===== config.mk =====
export PLATFORM = sky130hd
export DESIGN_NAME = r5p_bus_arb
export DESIGN_NICKNAME = d
export VERILOG_FILES = /design/src/rtl/r5p_bus_arb.sv
export SDC_FILE = /design/constraint.sdc
export NUM_CORES = 1
export LEC_CHECK = 0
export ABC_AREA = 1
export ABC_CLOCK_PERIOD_IN_PS = 3600
export CAP_MARGIN = 15
export CORE_MARGIN = 4
export CORE_UTILIZATION = 37
export DETAILED_ROUTE_END_ITERATION = 8
export PLACE_DENSITY_LB_ADDON = 0.15
export SLEW_MARGIN = 20
export SYNTH_ARGS = -nofsm -noshare
export SYNTH_HDL_FRONTEND = slang
export SYNTH_SLANG_ARGS = --single-unit

===== constraint.sdc =====
create_clock -name clk -period 3.6 [get_ports clk]
set_clock_uncertainty 0.15 [all_clocks]
set_input_delay 0.54 -clock clk [delete_from_list [all_inputs] [get_ports clk]]
set_output_delay 0.54 -clock clk [all_outputs]
set_load 0.02 [all_outputs]

===== src/rtl/r5p_bus_arb.sv =====
// Two-requester arbiter sharing one memory port between instruction fetch (read-only) and load/store.
// Grant is combinational; an owner that is stalled on mem_rdy is locked in. Read data returns one cycle after completion.
module r5p_bus_arb #(
    parameter int unsigned AW   = 32,
    parameter int unsigned DW   = 32,
    parameter int unsigned BW   = DW/8,
    parameter bit          FAIR = 1'b0
) (
    input  logic          clk,
    input  logic          rst,
    input  logic          if_vld,
    input  logic [AW-1:0] if_adr,
    output logic [DW-1:0] if_rdt,
    output logic          if_rdy,
    input  logic          ls_vld,
    input  logic          ls_wen,
    input  logic [AW-1:0] ls_adr,
    input  logic [BW-1:0] ls_ben,
    input  logic [DW-1:0] ls_wdt,
    output logic [DW-1:0] ls_rdt,
    output logic          ls_rdy,
    output logic          mem_vld,
    output logic          mem_wen,
    output logic [AW-1:0] mem_adr,
    output logic [BW-1:0] mem_ben,
    output logic [DW-1:0] mem_wdt,
    input  logic [DW-1:0] mem_rdt,
    input  logic          mem_rdy
);

    typedef enum logic {OWN_IF = 1'b0, OWN_LS = 1'b1} own_t;

    logic          lock_q, lock_d;
    own_t          own_q, own_d;
    own_t          lst_q, lst_d;
    logic          rsp_if_q, rsp_if_d;
    logic          rsp_ls_q, rsp_ls_d;
    logic [DW-1:0] if_hld_q, if_hld_d;
    logic [DW-1:0] ls_hld_q, ls_hld_d;
    own_t          gnt;
    logic          done;

    always_comb begin
        if (lock_q) begin
            gnt = own_q;
        end else if (if_vld && ls_vld) begin
            if (FAIR) begin
                gnt = (lst_q == OWN_IF) ? OWN_LS : OWN_IF;
            end else begin
                gnt = OWN_LS;
            end
        end else if (ls_vld) begin
            gnt = OWN_LS;
        end else begin
            gnt = OWN_IF;
        end
    end

    always_comb begin
        mem_vld = 1'b0;
        mem_wen = 1'b0;
        mem_adr = '0;
        mem_ben = '0;
        mem_wdt = '0;
        if (gnt == OWN_LS) begin
            if (ls_vld) begin
                mem_vld = 1'b1;
                mem_wen = ls_wen;
                mem_adr = ls_adr;
                mem_ben = ls_ben;
                mem_wdt = ls_wdt;
            end
        end else if (if_vld) begin
            mem_vld = 1'b1;
            mem_adr = if_adr;
            mem_ben = '1;
        end
    end

    assign if_rdy = (gnt == OWN_IF) && if_vld && mem_rdy;
    assign ls_rdy = (gnt == OWN_LS) && ls_vld && mem_rdy;
    assign done   = mem_vld && mem_rdy;

    // Response owner is registered so read data lands on the right requester one cycle later.
    always_comb begin
        lock_d   = mem_vld && !mem_rdy;
        own_d    = gnt;
        lst_d    = done ? gnt : lst_q;
        rsp_if_d = done && (gnt == OWN_IF);
        rsp_ls_d = done && (gnt == OWN_LS) && !mem_wen;
        if_hld_d = rsp_if_q ? mem_rdt : if_hld_q;
        ls_hld_d = rsp_ls_q ? mem_rdt : ls_hld_q;
    end

    assign if_rdt = rsp_if_q ? mem_rdt : if_hld_q;
    assign ls_rdt = rsp_ls_q ? mem_rdt : ls_hld_q;

    always_ff @(posedge clk or posedge rst) begin
        if (rst) begin
            lock_q   <= 1'b0;
            own_q    <= OWN_IF;
            lst_q    <= OWN_IF;
            rsp_if_q <= 1'b0;
            rsp_ls_q <= 1'b0;
            if_hld_q <= '0;
            ls_hld_q <= '0;
        end else begin
            lock_q   <= lock_d;
            own_q    <= own_d;
            lst_q    <= lst_d;
            rsp_if_q <= rsp_if_d;
            rsp_ls_q <= rsp_ls_d;
            if_hld_q <= if_hld_d;
            ls_hld_q <= ls_hld_d;
        end
    end

endmodule

**Word level (Yosys, flattened, before mapping)**

Cells that the tools add are included.

- Flip-flop bits (word level): 68
- Input bits: 138

- Mux-type cells: 17
- Bitwise logic cells: 1
- Reductions and logical operators: 12

Operators by type and width:

| operator | number |
|---|---|
| $mux 32 | 7 |
| $mux 4 | 3 |
| $logic_and 1x1->1 | 10 |
| $mux 1 | 7 |
| $logic_not 1->1 | 2 |
| $not 1->1 | 1 |

**Depth between registers and ports, before layout**

Gate-level depths: netlist (run 1).

- Depth in word-level cells: 7
- Gate-level depth with buffers: 6
- Gate-level depth less buffers: 5

**Worst setup path before layout (run 1)**

Ideal clock, no wire load.

- Path type: input to output
- Start: input port if_vld
- End: output port mem_adr[1]
- Arrival: 1393 ps
- Data required time: 2910 ps
- Path slack: 1517 ps
- Stages on the path: 4
- Path buffers: 2
- Cell sequence: buf_2 > buf_2 > nand2_1 > o21ai_0

- Word-level cells in the longest chain between the ends: 4
- Elaborated cells on any way between the ends: 5
- Classes of those cells: mux (4); reduce/logical (1)

Ends and longest elaborated chain:

| item | line | source |
|---|---|---|
| start, declared | 11 | `input logic if_vld,` |
| $logic_and 1x1->1 | 46 | `end else if (if_vld && ls_vld) begin` |
| $mux 1 | 46 |  |
| $mux 1 | 44 | `if (lock_q) begin` |
| $mux 32 (*) | 65 | `if (gnt == OWN_LS) begin` |
| end, declared | 24 | `output logic [AW-1:0] mem_adr,` |

Every way passes the cells marked *; elsewhere a longest branch is shown, timed or not.

**Worst setup path after layout (run 1)**

- Start: input port ls_vld
- End: output port ls_rdy

- Word-level cells in the longest chain between the ends: 5
- Elaborated cells on any way between the ends: 6
- Classes of those cells: mux (3); reduce/logical (3)

Ends and longest elaborated chain:

| item | line | source |
|---|---|---|
| start, declared | 15 | `input logic ls_vld,` |
| $mux 1 / $logic_and 1x1->1 (equally long branches) | 52, 46 |  |
| $mux 1 | 46 |  |
| $mux 1 | 44 |  |
| $logic_and 1x1->1 (*) (2 in a row) | 81 | `assign ls_rdy = (gnt == OWN_LS) && ls_vld && mem_rdy;` |
| end, declared | 21 | `output logic ls_rdy,` |

Marks and branches as above.

==> qor.txt, run 1 <==
outcome: complete, no violations
CP required: 2910 ps
fmax: 311.9 MHz
Crit. End Element: primary output
IO Count: 274
Die Wd: 107.1 um
post-detail-place hpwl: 10,670 um
post-synthesis sequential area ratio: 46.86%
first-pass GRT wire length: 20,220 um
max cap viols: 0
worst-margin pin slew: 707.9 ps
Compound-Gate Fraction of Synth Area: 7.960%
post_cts resized: 0
initial antenna violation count: 0
Setup CP Type: primary input to primary output
n_diodes: 0
Site Rows: 35
number of setup buffers added after CTS: 0
Slowest cell on crit path: clkdlybuf4s50_1
Port Buffers: 273
commonest cells after routing, fill and taps aside: 273 x clkdlybuf4s50_1, 68 x dfrtp_1, 60 x mux2_2
CP Launch Type: primary input
CP max stage delay: 620 ps
Post-DP Area: 6397 um2
Cells after Synth: 349
final setup TNS: 0 ps
final antenna-violating net count: 0
synth warn: 0
worst-path cell chain: clkdlybuf4s50_1 -> nand2_2 -> buf_4 -> nor2_1 -> clkdlybuf4s50_1
Clock Pin Slew Worst Setup and Hold Paths: 70 ps
Power Total: 3.037 mW
DR vias: 3,507
Layout fillers: 705
GRT Total Usage: 22.64%
Slew Viols, Final: 0
Clock Tree Root: clkbuf_8
die height: 107.1 um
Layout area overhead: 82.01%
hold-fix buffers at CTS: 0
DRT Wirelength: 13,140 um
Sink Count: 68
mux share of post-synthesis cell area: 20.16%
#FFs+latches synth: 68
Slew HR: 52.74%
Final Hold Fails: 0
pin count of the biggest net entering global routing: 37
DR pass1 iterations: 4
Setup Viol. Count Final: 0
nets: 754
RSZ-0062 raised after global routing: no
post-synthesis simple-gate area fraction: 14.68%
CP max FO: 20
CTS tree: done
initial core utilization: 38.56%
cell mode on critical path: clkdlybuf4s50_1
count of cell types in the netlist: 22
clock tree buffer depth: 2
GPL Wtd Cong: 0.9077
XOR/XNOR share of the synthesized area: 0%
post-route cell area: 6609 um2
adder-cell share of the synthesized area: 0%
period utilisation layout: 89.05%
Clk Latency, worst-skew pair: 320 ps
vias in the first global route: 3,879
arrival time worst endpoint: 2520 ps
CTS Buf Count: 9
initial DRC count: 124
Tightest Hold Check Type: register to register
Top delay family on crit path: buffers and inverters
Via density: 4.676
most common cell after layout, fill and taps aside: clkdlybuf4s50_1
Worst Path Buf+Inv: 3
largest family of logic cells by synthesized area: multiplexers
Peak VDD IR: 0.2141 mV
Avg Inst Size Synth: 10.40 um2
share of cells above drive strength 1: 23.03%
leakage: 2.823 nW
die area: 11,460 um2
DRC: 0
grt ovf: 0
CTS H-tree lvls: 3
Core Footprint: 9415 um2
total nets after synthesis: 487
Mapped Area: 3631 um2
min cycle time layout: 3206 ps
pwr dens: 459.5 nW/um2
post-DR wirelength/cell: 17.52 um
## synthesized netlist by cell type (all sizes together)
| library cell | instances | area share [%] |
|---|---|---|
| buf | 20 | 4.5 |
| clkbuf | 6 | 1.2 |
| dfrtp | 68 | 47 |
| inv | 44 | 4.5 |
| mux2 | 64 | 20 |
| nand2 | 38 | 4.4 |
| nand3 | 34 | 4.7 |
| nand3b | 1 | 0.21 |
| nand4 | 1 | 0.17 |
| nor2 | 37 | 5.2 |
| o21ai | 36 | 8.0 |
## report_power, final
| group | leakage, nW | switching (mW) | internal, mW |
|---|---|---|---|
| clock | 0.106 | 0.283 | 0.359 |
| sequential | 0.809 | 0.0463 | 0.935 |
| combinational | 1.91 | 0.691 | 0.722 |
## state kept, by name, indices dropped and copies added, names as in the netlist
| name | cells |
|---|---|
| if_hld_q | 32 |
| lock_q | 1 |
| ls_hld_q | 32 |
| own_q | 1 |
| rsp_if_q | 1 |
| rsp_ls_q | 1 |
## worst paths after layout
kind                                       start                endpoint  slack (ps)  depth (start not counted)
max in group asynchronous                    rst  ls_hld_q[23]$_DFF_PP0_        2170                          3
min in group asynchronous                    rst  if_hld_q[13]$_DFF_PP0_         510                          2
hold / removal             ls_hld_q[6]$_DFF_PP0_   ls_hld_q[6]$_DFF_PP0_         350                          1
setup reg to reg              rsp_ls_q$_DFF_PP0_  ls_hld_q[23]$_DFF_PP0_        1820                          2
setup / recovery                          ls_vld                  ls_rdy         390                          5
hold reg to reg            ls_hld_q[6]$_DFF_PP0_   ls_hld_q[6]$_DFF_PP0_         350                          1
## routing by layer
metal | track usage, % | share of wire (%) | vias up | wire length (um)
li1 | - | - | 1661 | -
met1 | 24.44 | 36 | 1648 | 4732
met2 | 40.66 | 53 | 169 | 6954
met3 | 7.405 | 7.9 | 29 | 1039
met4 | 8.950 | 3.2 | 0 | 416
met5 | 0 | 0 | - | 0
## kinds of logic after synthesis
group	count (synthesis)
AOI/OAI and AO/OA	36
and+or+nand+nor	111
buffers and inverters	70
muxes	64
DFF	68
## metrics by stage
stage                     utilization [%]  hold slack, ps  setup slack, ps  std cells
after floorplan                         -           372.7             1198        349
after global placement              67.95           315.5            449.1        734
after detailed placement            67.95           335.1            397.2        734
after CTS                           70.19           351.3            365.8        750
after global routing                70.19           360.2            225.3        750
final                               70.19           345.4            394.2        750
## layout make-up
type                    count  area (um2)  share of cell area [%]
flip-flops and latches     68        1702                   25.75
inverters                  44       165.2                   2.499
well taps                 129       161.4                   2.442
clock inverters             5       60.06                  0.9087
clock buffers              11       151.4                   2.291
repair buffers            282        2813                   42.56
multi-input cells         211        1556                   23.55
Note: power is estimated with default switching activity, not from simulation.
==> run 2, diff against run 1 <==
Settings changed: CTS_BUF_LIST from default to sky130_fd_sc_hd__clkbuf_8 sky130_fd_sc_hd__clkbuf_16, PLACE_DENSITY_LB_ADDON 0.15 to 0.08.
==> qor.txt, run 2 (synthesis gave the netlist of run 1 again) <==
CTS Buf Count: 9
first-pass GRT wire length: 19,400 um
Layout area overhead: 81.60%
DRC: 0
most common cell after layout, fill and taps aside: clkdlybuf4s50_1
GRT Total Usage: 21.93%
largest registers: if_hld_q (32), ls_hld_q (32)
Slowest cell on crit path: clkdlybuf4s50_1
Core Footprint: 9415 um2
period utilisation layout: 86.52%
Worst Path Buf+Inv: 2
worst-margin pin slew: 527.2 ps
worst-path cell chain: clkdlybuf4s50_1 -> nand2_2 -> nand2_4 -> o21ai_0 -> clkdlybuf4s50_1
arrival time worst endpoint: 2420 ps
Port Buffers: 273
final antenna-violating net count: 0
DR vias: 3,426
pwr dens: 456.8 nW/um2
Slew Viols, Final: 0
n_diodes: 0
DRT Wirelength: 12,950 um
share of cells above drive strength 1: 23.15%
Crit. End Element: primary output
fin cells: 751
initial core utilization: 38.56%
post_cts resized: 0
Via density: 4.562
pin count of the biggest net entering global routing: 35
hold-fix buffers at CTS: 0
Setup Viol. Count Final: 0
CTS H-tree lvls: 3
max cap viols: 0
clock tree buffer depth: 2
outcome: complete, no violations
Peak VDD IR: 0.2035 mV
Die Wd: 107.1 um
commonest cells after routing, fill and taps aside: 273 x clkdlybuf4s50_1, 68 x dfrtp_1, 60 x mux2_2
post-detail-place hpwl: 10,560 um
CTS tree: done
Setup CP Type: primary input to primary output
CP required: 2910 ps
multi-input logic area: 1556 um2
RSZ-0062 raised after global routing: no
initial antenna violation count: 0
die height: 107.1 um
GPL Wtd Cong: 0.9324
vias in the first global route: 3,588
Sink Count: 68
post-DR wirelength/cell: 17.24 um
final setup TNS: 0 ps
Power Total: 3.012 mW
leakage: 2.815 nW
grt ovf: 0
die area: 11,460 um2
Site Rows: 35
DR pass1 iterations: 4
Clk Latency, worst-skew pair: 330 ps
min cycle time layout: 3115 ps
fmax: 321.1 MHz
CP max FO: 33
CP Launch Type: primary input
initial DRC count: 112
dpl cells: 735
Layout fillers: 739
cell mode on critical path: clkdlybuf4s50_1
IO Count: 274
Tightest Hold Check Type: register to register
Clock Tree Root: clkbuf_8
CP max stage delay: 640 ps
Final Hold Fails: 0
nets: 755
number of setup buffers added after CTS: 0
Slew HR: 64.80%
Clock Pin Slew Worst Setup and Hold Paths: 70 ps
Top delay family on crit path: buffers and inverters
Reg area: 1702 um2
[run 2: changes by cell type in the layout (fill, tap and decap cells not counted)]
| cell | delta |
|---|---|
| buf_12 | -1 |
| buf_4 | +2 |
| clkbuf_8 | -1 |
| clkinv_2 | +1 |
| clkinv_4 | -1 |
| clkinvlp_4 | +1 |
[run 2: worst paths after layout]
path,start,to,slack (ps),cells after the start
min in group asynchronous,rst,if_hld_q[19]$_DFF_PP0_,420,2
worst max register to register,rsp_if_q$_DFF_PP0_,if_hld_q[4]$_DFF_PP0_,2190,2
worst min-delay path,ls_hld_q[6]$_DFF_PP0_,ls_hld_q[6]$_DFF_PP0_,340,1
max in group asynchronous,rst,ls_hld_q[26]$_DFF_PP0_,2130,3
worst min register to register,ls_hld_q[6]$_DFF_PP0_,ls_hld_q[6]$_DFF_PP0_,340,1
worst max-delay path,ls_vld,mem_adr[0],490,5
[run 2: worst register-to-register path, stage by stage (launching register included)]
cell and delay (ps):
dfrtp_1 320, buf_4 410, mux2_2 420
[run 2: stage by stage]
| stage | hold WS, ps | util, % | setup slack, ps | area (um2) |
|---|---|---|---|---|
| global placement | 315.4 | 67.89 | 542.6 | 6392 |
| detailed placement | 322.7 | 67.89 | 498.5 | 6392 |
| finish | 339.2 | 70.03 | 485.3 | 6594 |
| CTS | 339.4 | 70.03 | 479.4 | 6594 |
| global route | 362.3 | 70.03 | 372.6 | 6594 |
| floorplan | 372.7 | - | 1198 | 3631 |
[run 2: report_power, final]
part	switching, mW	total [mW]	internal (mW)
clock network	0.285	0.622	0.337
logic	0.690	1.41	0.721
registers	0.0429	0.978	0.936
[run 2: routing by layer]
layer  GRT usage [%]  up-vias  wire (um)
met3           8.850       26       1183
met4           7.397        0        346
met5               0        -          0
met1           23.69     1593       4825
li1                -     1659          -
met2           38.74      148       6592
[run 2: final cells by class]
| cell class | count | share of cell area, % |
|---|---|---|
| Timing Repair Buffer | 283 | 42.58 |
| Sequential cell | 68 | 25.81 |
| Multi-Input combinational cell | 211 | 23.61 |
| Inverter | 44 | 2.505 |
| Tap cell | 129 | 2.448 |
| Clock buffer | 10 | 2.087 |
| Clock inverter | 6 | 0.9677 |
